$ cat config.mk
export PLATFORM = sky130hd
export DESIGN_NAME = instr_mem_loader
export DESIGN_NICKNAME = d
export VERILOG_FILES = /design/src/rtl/loader_pkg.sv /design/src/rtl/btn_debounce.sv /design/src/rtl/instr_mem_loader.sv
export SDC_FILE = /design/constraint.sdc
export NUM_CORES = 2
export LEC_CHECK = 0
export CAP_MARGIN = 30
export CORE_MARGIN = 5
export CORE_UTILIZATION = 40
export DETAILED_ROUTE_END_ITERATION = 6
export GPL_ROUTABILITY_DRIVEN = 0
export GPL_TIMING_DRIVEN = 0
export PLACE_DENSITY = 0.65
export SLEW_MARGIN = 20
export SYNTH_ARGS = -nofsm -noshare
export SYNTH_HDL_FRONTEND = slang
export SYNTH_SLANG_ARGS = --single-unit
$ cat constraint.sdc
create_clock -name clk -period 2.7 [get_ports clk]
set_clock_uncertainty 0.05 [all_clocks]
set_input_delay 0.405 -clock clk [delete_from_list [all_inputs] [get_ports clk]]
set_output_delay 0.405 -clock clk [all_outputs]
set_load 0.05 [all_outputs]
$ cat src/rtl/loader_pkg.sv
// Shared types and geometry for the instruction-memory loader.
package loader_pkg;

    localparam int ADDR_W    = 8;
    localparam int DATA_W    = 8;
    localparam int MEM_DEPTH = 256;

    typedef enum logic [1:0] {
        RUN     = 2'd0,
        LOAD    = 2'd1,
        FULL    = 2'd2,
        RELEASE = 2'd3
    } state_t;

endpackage

$ cat src/rtl/btn_debounce.sv
// Pushbutton conditioner: 2-flop sync, debounce over DEBOUNCE_CYCLES stable samples, rising-edge pulse.
// Pulse is one cycle, registered, about DEBOUNCE_CYCLES+3 cycles after a clean press.
module btn_debounce #(
    parameter int unsigned DEBOUNCE_CYCLES = 20'd1000000
) (
    input  logic clk,
    input  logic reset,
    input  logic i_btn,
    output logic pulse
);

    localparam int CNT_W = (DEBOUNCE_CYCLES > 1) ? $clog2(DEBOUNCE_CYCLES) : 1;
    localparam logic [CNT_W-1:0] CNT_LAST = CNT_W'(DEBOUNCE_CYCLES - 1);

    logic [1:0]       r_sync;
    logic [CNT_W-1:0] r_cnt;
    logic             r_level;
    logic             r_pulse;

    // r_cnt counts consecutive samples that disagree with the accepted level.
    always_ff @(posedge clk or posedge reset) begin
        if (reset) begin
            r_sync  <= 2'b00;
            r_cnt   <= '0;
            r_level <= 1'b0;
            r_pulse <= 1'b0;
        end else begin
            r_sync  <= {r_sync[0], i_btn};
            r_pulse <= 1'b0;
            if (r_sync[1] == r_level) begin
                r_cnt <= '0;
            end else if (r_cnt == CNT_LAST) begin
                r_level <= r_sync[1];
                r_cnt   <= '0;
                r_pulse <= r_sync[1];
            end else begin
                r_cnt <= r_cnt + CNT_W'(1);
            end
        end
    end

    assign pulse = r_pulse;

endmodule

$ cat src/rtl/instr_mem_loader.sv
// Switch-driven program loader for a 256x8 instruction memory; holds the CPU in reset while loading.
// Reads are combinational; optional last-written-word readback under LOADER_READBACK_EN.
module instr_mem_loader
    import loader_pkg::*;
#(
    parameter int unsigned          DEBOUNCE_CYCLES = 20'd1000000,
    parameter logic [DATA_W-1:0]    FILL_WORD       = 8'h00
) (
    input  logic              clk,
    input  logic              reset,
    input  logic              load_mode,
    input  logic [DATA_W-1:0] sw_data,
    input  logic              btn_write,
    input  logic [ADDR_W-1:0] Read_Address,
    output logic [DATA_W-1:0] instruction,
    output logic              cpu_reset,
    output logic [ADDR_W-1:0] wr_ptr,
    output logic [ADDR_W:0]   prog_len,
    output logic              full,
    output logic [DATA_W-1:0] last_word
);

    state_t            r_state;
    state_t            w_next;
    logic [1:0]        r_mode_sync;
    logic              w_mode;
    logic              w_pulse;
    logic              w_wr_en;
    logic              w_clr;
    logic [ADDR_W-1:0] r_wr_ptr;
    logic [ADDR_W:0]   r_prog_len;
    logic              r_full;
    logic              r_cpu_reset;
    logic [DATA_W-1:0] r_mem [MEM_DEPTH];

    btn_debounce #(
        .DEBOUNCE_CYCLES (DEBOUNCE_CYCLES)
    ) u_btn (
        .clk   (clk),
        .reset (reset),
        .i_btn (btn_write),
        .pulse (w_pulse)
    );

    always_ff @(posedge clk or posedge reset) begin
        if (reset) begin
            r_mode_sync <= 2'b00;
        end else begin
            r_mode_sync <= {r_mode_sync[0], load_mode};
        end
    end

    assign w_mode = r_mode_sync[1];

    always_ff @(posedge clk or posedge reset) begin
        if (reset) begin
            r_state <= RUN;
        end else begin
            r_state <= w_next;
        end
    end

    // A press landing on the same edge that load_mode drops still gets written.
    always_comb begin
        w_next  = r_state;
        w_wr_en = 1'b0;
        w_clr   = 1'b0;
        case (r_state)
            RUN: begin
                if (w_mode) begin
                    w_next = LOAD;
                    w_clr  = 1'b1;
                end
            end
            LOAD: begin
                w_wr_en = w_pulse;
                if (!w_mode) begin
                    w_next = RELEASE;
                end else if (w_pulse && (r_wr_ptr == {ADDR_W{1'b1}})) begin
                    w_next = FULL;
                end
            end
            FULL: begin
                if (!w_mode) begin
                    w_next = RELEASE;
                end
            end
            RELEASE: begin
                w_next = RUN;
            end
            default: begin
                w_next = RUN;
            end
        endcase
    end

    always_ff @(posedge clk or posedge reset) begin
        if (reset) begin
            r_wr_ptr    <= '0;
            r_prog_len  <= '0;
            r_full      <= 1'b0;
            r_cpu_reset <= 1'b0;
        end else begin
            if (w_clr) begin
                r_wr_ptr   <= '0;
                r_prog_len <= '0;
            end else if (w_wr_en) begin
                r_wr_ptr   <= r_wr_ptr + ADDR_W'(1);
                r_prog_len <= r_prog_len + (ADDR_W+1)'(1);
            end
            r_full      <= (w_next == FULL);
            r_cpu_reset <= (w_next != RUN);
        end
    end

    // Contents deliberately survive reset; prog_len alone decides validity.
    always_ff @(posedge clk) begin
        if (w_wr_en) begin
            r_mem[r_wr_ptr] <= sw_data;
        end
    end

    assign instruction = ({1'b0, Read_Address} < r_prog_len) ? r_mem[Read_Address] : FILL_WORD;
    assign cpu_reset   = r_cpu_reset;
    assign wr_ptr      = r_wr_ptr;
    assign prog_len    = r_prog_len;
    assign full        = r_full;

`ifdef LOADER_READBACK_EN
    logic [DATA_W-1:0] r_last_word;

    always_ff @(posedge clk or posedge reset) begin
        if (reset) begin
            r_last_word <= '0;
        end else if (w_clr) begin
            r_last_word <= '0;
        end else if (w_wr_en) begin
            r_last_word <= sw_data;
        end
    end

    assign last_word = r_last_word;
`else
    assign last_word = '0;
`endif

endmodule

=== Word-level counts from Yosys, hierarchy flattened ===
Memory sizes are Yosys's and may differ from the RTL's.
Cells that the tools add are included.

* Output and inout bits: 35
* Memories: 1
* Input port bits: 20
* Logic and storage cells: 47
* ROM bits: 0
* Register bits: 47
* Bits in writable memories: 2048
* Latch bits: 0

* Bitwise logic cells: 1
* Eq/ne operators: 7
* Order comparisons: 1
* Mux-type cells: 19
* Divide/modulo/power cells: 0
* Multiply operators: 0
* Shifts and indexed selects: 0
* Add/subtract/negate cells: 3
* Reduce and logical (&&, ||, !) cells: 5

{| class="wikitable"
|+ Memories
! name !! depth !! width !! read ports !! clocked after Yosys merged registers in !! wr ports !! line !! text
|-
| r_mem || 256 || 8 || 1 || 0 || 1 || instr_mem_loader.sv:34 || <nowiki>logic [DATA_W-1:0] r_mem [MEM_DEPTH];</nowiki>
|}

{| class="wikitable"
|+ Operators by type and width
! operator !! count
|-
| $mux 20 || 2
|-
| $mux 8 || 3
|-
| $add 20x1->20 const B || 1
|-
| $eq 20x20->1 const B || 1
|-
| $mux 9 || 2
|-
| $add 9x1->9 const B || 1
|-
| $lt 8x9->1 || 1
|-
| $add 8x1->8 const B || 1
|-
| $eq 8x8->1 const B || 1
|-
| $mux 2 || 4
|-
| $pmux 2 s4 || 1
|-
| $mux 1 || 7
|-
| $eq 2x2->1 const B || 3
|-
| $reduce_bool 2->1 || 2
|-
| $eq 2x1->1 const B || 1
|-
| $logic_not 2->1 || 1
|-
| $reduce_and 2->1 || 1
|-
| $eq 1x1->1 || 1
|-
| $logic_and 1x1->1 || 1
|-
| $not 1->1 || 1
|}

=== Logic depth before layout (Yosys ltp) ===
* Word-level depth: 6
* Mapped depth: 12
* Gate-level depth less buffers: 9

=== Hierarchy ===
Synthesis repeated with hierarchy kept, for this count alone.

* Cells, all modules: 4362
* Area total of the unflattened synthesis: 82507.9 um^2

{| class="wikitable"
|+ By module, submodules not included
! module !! cells an instance !! instances !! area each (um^2)
|-
| instr_mem_loader || 4252 || 1 || 81361.8
|-
| btn_debounce || 110 || 1 || 1146.1
|}

=== Worst setup path after synthesis ===
Ideal clock, no wire load.

* Kind: register to output
* Start point: register r_prog_len[4], in the netlist prog_len[4]
* End point: output instruction[6]
* Arrival time: 3169 ps
* Setup slack: -924 ps
* Stages on the path, launching flop included: 10
* Cell sequence: dfrtp_1 -> inv_1 -> ha_1 -> and3_1 -> a221oi_1 -> a21boi_1 -> o21bai_1 -> or3b_1 -> buf_1 -> o221ai_1

* Word-level cells in the longest chain between the ends: 2

{| class="wikitable"
|+ RTL lines
! element !! line !! text
|-
| from (decl) || instr_mem_loader.sv:31 || <nowiki>logic [ADDR_W:0] r_prog_len;</nowiki>
|-
| from (signal assigned) || instr_mem_loader.sv:109 || <nowiki>r_prog_len <= r_prog_len + (ADDR_W+1)'(1);</nowiki>
|-
| $lt 8x9->1 || instr_mem_loader.sv:123 || <nowiki>assign instruction = ({1'b0, Read_Address} < r_prog_len) ? r_mem[Read_Address] : FILL_WORD;</nowiki>
|-
| $mux 8 || instr_mem_loader.sv:123 ||
|-
| to (decl) || instr_mem_loader.sv:15 || <nowiki>output logic [DATA_W-1:0] instruction,</nowiki>
|}

No other way between the ends.

=== Worst setup path after layout ===
* Start point: input Read_Address[2]
* End point: output instruction[3]

* Word-level cells in the longest chain between the ends: 2
* Elaborated cells between the ends (all ways): 3

{| class="wikitable"
|+ RTL lines
! element !! line !! text
|-
| from (decl) || instr_mem_loader.sv:14 || <nowiki>input logic [ADDR_W-1:0] Read_Address,</nowiki>
|-
| $mem_v2 256x8 or $lt 8x9->1 (tied branches) || - ||
|-
| $mux 8 (*) || instr_mem_loader.sv:123 ||
|}

Every way passes the cells marked *; elsewhere a longest branch is shown, timed or not.

==> results.cfg <==
[outcome]
status = complete, but fails checks
violations = setup timing

[placed_design]
place_area_um2 = 87300
hpwlAfterDp_um = 167000
portBuffers = 45

[global_routing]
grt_usage_pct = 22.6
antenna_found_initial = 6
grt_pass1_vias = 44600
grt_max_degree = 137
grt_overflow_total = 0
grt_pass1_wl_um = 345000

[worst_hold_path]
min_path_type = in -> reg

[finish]
drive_above_1_share_pct = 26.3
nets = 4740
final_area_um2 = 97700
area_delta_synth_final_pct = 18.5

[power]
p_leak_nw = 31.2
power_density_nw_per_um2 = 690
ir_drop_uv = 644
finalPower_mw = 67.4

[cts]
htreeDepth = 4
cts-root-buf = clkbuf_16
cts_made_buffers = 199
cts_sinks = 2095
clkSlewWorstSetupHoldPaths_ns = 0.07
insertion_delay_ns = 0.86
cts_buffer_depth = 3
cts_tree = done

[critical_path]
crit_chain = dlygate4sd2_1, clkbuf_2, buf_8, buf_2, a21oi_1, a21oi_1, nand2_1, a22oi_2, o221ai_4, buf_6
crit_start = Read_Address[2]
cp_max_fo = 10
worst_ep_required_time_ns = 2.25
cp_common_cell = a21oi_1
rrSetupSlack_ns = 0
arrival_ns = 3.68
cp-start-kind = input pin
critPathCapture = instruction[3]
path_class = in -> out
cp_slowest_stage_delay_ns = 0.54
end_kind = output pin
r2r_start = wr_ptr[6]
cp_slowest_cell = dlygate4sd2_1
reg2reg_depth = 4
rr_endpoint = r_mem[238][3]

[yosys]
yosys-top-cells-area = edfxtp_1, mux4_2, mux2i_1
async_flop_share_pct = 2.24
synth_edf_count = 2048
syn_inst = 4349
synth-main-ff-cell = edfxtp_1
synth_area_per_cell_um2 = 19.0
ys_types = 45
mappedNetlistArea_um2 = 82400
yosys.area.top_type = edfxtp_1
yosysMostFrequentCell = edfxtp_1
ys_seq_area_share_pct = 76.0
yosys.area.top_type_share_pct = 74.6
yosys_warnings = 0
synth_common_cells = edfxtp_1, mux2i_1, nor2_1
synth.ff_latch_count = 2095

[timing]
hold_ws_ns = 0.0446
worst_slew_pin_slew_ns = 0.940
fin_crit_sh_pct = 153
max-slew-margin-rel_pct = 37.3
finalSetupTns_ns = -11.11
setup_viol = 9
fin_ws_ns = -1.43
clock.fmax_ghz = 0.242
grt_setup_unrepaired = yes
finalHoldViolations = 0
drv_slew = 0
fin_crit_ns = 4.13

[detailed_routing]
wl_um = 248000
drtIter0Drc = 6152
vias_per_cell = 6.06
ant_nets = 0
via_count = 45900
dr.pass1.iters = 6
wl_per_cell_um = 32.8
drc = 0

[floorplanning]
fp.dieH_um = 464
boundaryPins = 55
rows = 166
start_util_pct = 40.2
die_w_um = 464
die_area_um2 = 215000
core-area_um2 = 205000

[job]
drv_cap = 0
registers in the layout (all words and copies together) (netlist names):
register / cells
r_mem: 2048
u_btn.r_cnt: 20
prog_len: 9
wr_ptr: 8
r_mode_sync: 2
r_state: 2
u_btn.r_sync: 2
cpu_reset: 1
full: 1
u_btn.pulse: 1
u_btn.r_level: 1
worst max-delay path: cells and delay by family:
kind / cells / cell delay [ns]
buffers and inverters: 5 / 1.79
AO/OA/AOI/OAI: 4 / 1.27
AND/OR/NAND/NOR: 1 / 0.20
stage by stage:
| step | setup slack [ns] | utilization [%] | instances |
|---|---|---|---|
| global placement | -6.98 | 42.2 | 7089 |
| floorplan | -0.363 | - | 4356 |
| CTS | -1.42 | 47.5 | 7543 |
| global route | -1.41 | 47.7 | 7561 |
| finish | -1.43 | 47.7 | 7565 |
| detailed placement | -3.29 | 42.6 | 7133 |
per-layer routing:
layer / GRT usage, % / part of all wire [%] / up-vias
met1: 30.1 / 37 / 23800
met4: 11.7 / 6.0 / 4
met2: 34.7 / 46 / 2898
met3: 5.35 / 11 / 578
li1: - / - / 18600
met5: 0 / 0.014 / -
cell families after synthesis:
kind of cell | Yosys count | synth area share, %
AO/OA/AOI/OAI | 579 | 5.26
AND/OR/NAND/NOR | 571 | 2.88
flip-flops | 2095 | 76.0
other | 1 | 0.00455
multiplexers | 770 | 13.2
XOR/XNOR | 30 | 0.319
adder cells (fa/ha/maj) | 13 | 0.197
buffers and inverters | 290 | 2.06
cell usage in the layout (no fill, tap or decap), drive strengths merged, types with 6 or more instances in the layout:
cell              n
buf             252
o21ai             6
edfxtp         2048
dlygate4sd3      10
xnor2            12
clkinvlp          6
o221ai          264
a21oi            69
nor2            298
nand3            33
dfrtp            47
inv              20
ha               13
clkinv           81
xor2             18
dlygate4sd2       7
nor2b            10
o22ai           128
a22oi             8
a211oi           97
conb              8
nor4             17
clkdlybuf4s50    18
nand2           171
nand4            10
clkbuf          394
bufinv           13
and3              6
mux4            256
mux2i           513
power breakdown:
group / switching (mW) / leakage, nW / internal, mW
clock network: 12.3 / 3.06 / 15.1
logic: 2.93 / 9.11 / 1.34
registers: 0.0319 / 19.0 / 35.7
total: 15.2 / 31.2 / 52.1
worst min path at each step:
stage	from	slack, ns	to	cells after the start
after floorplan	r_mode_sync[0]	0.28	r_mode_sync[1]	0
after global placement	r_mode_sync[0]	0.28	r_mode_sync[1]	0
after detailed placement	r_mode_sync[0]	0.29	r_mode_sync[1]	0
after CTS	sw_data[6]	0.01	r_mem[80][6]	1
after global routing	sw_data[6]	0.07	r_mem[65][6]	1
final	sw_data[6]	0.04	r_mem[80][6]	1
area by class of cell:
cell class / count / area, um^2
fillers: 16600 / 107000
flip-flops and latches: 2095 / 62700
multi-input cells: 1971 / 20700
clock buffers: 260 / 5280
well taps: 2688 / 3360
plain buffers: 273 / 2330
repair buffers: 153 / 2180
clock inverters: 106 / 1040
inverters: 14 / 56.3
diodes: 5 / 12.5
what timing repair did:
item | in CTS | in global routing
pin swaps | 50 | 21
resized for setup | 898 | 58
endpoints found under the hold margin | 345 | 0
hold buffers | 10 | 0
setup buffers | 37 | 17
endpoints found under the setup margin | 2059 | 1437
Note: power is estimated with default switching activity, not from simulation.
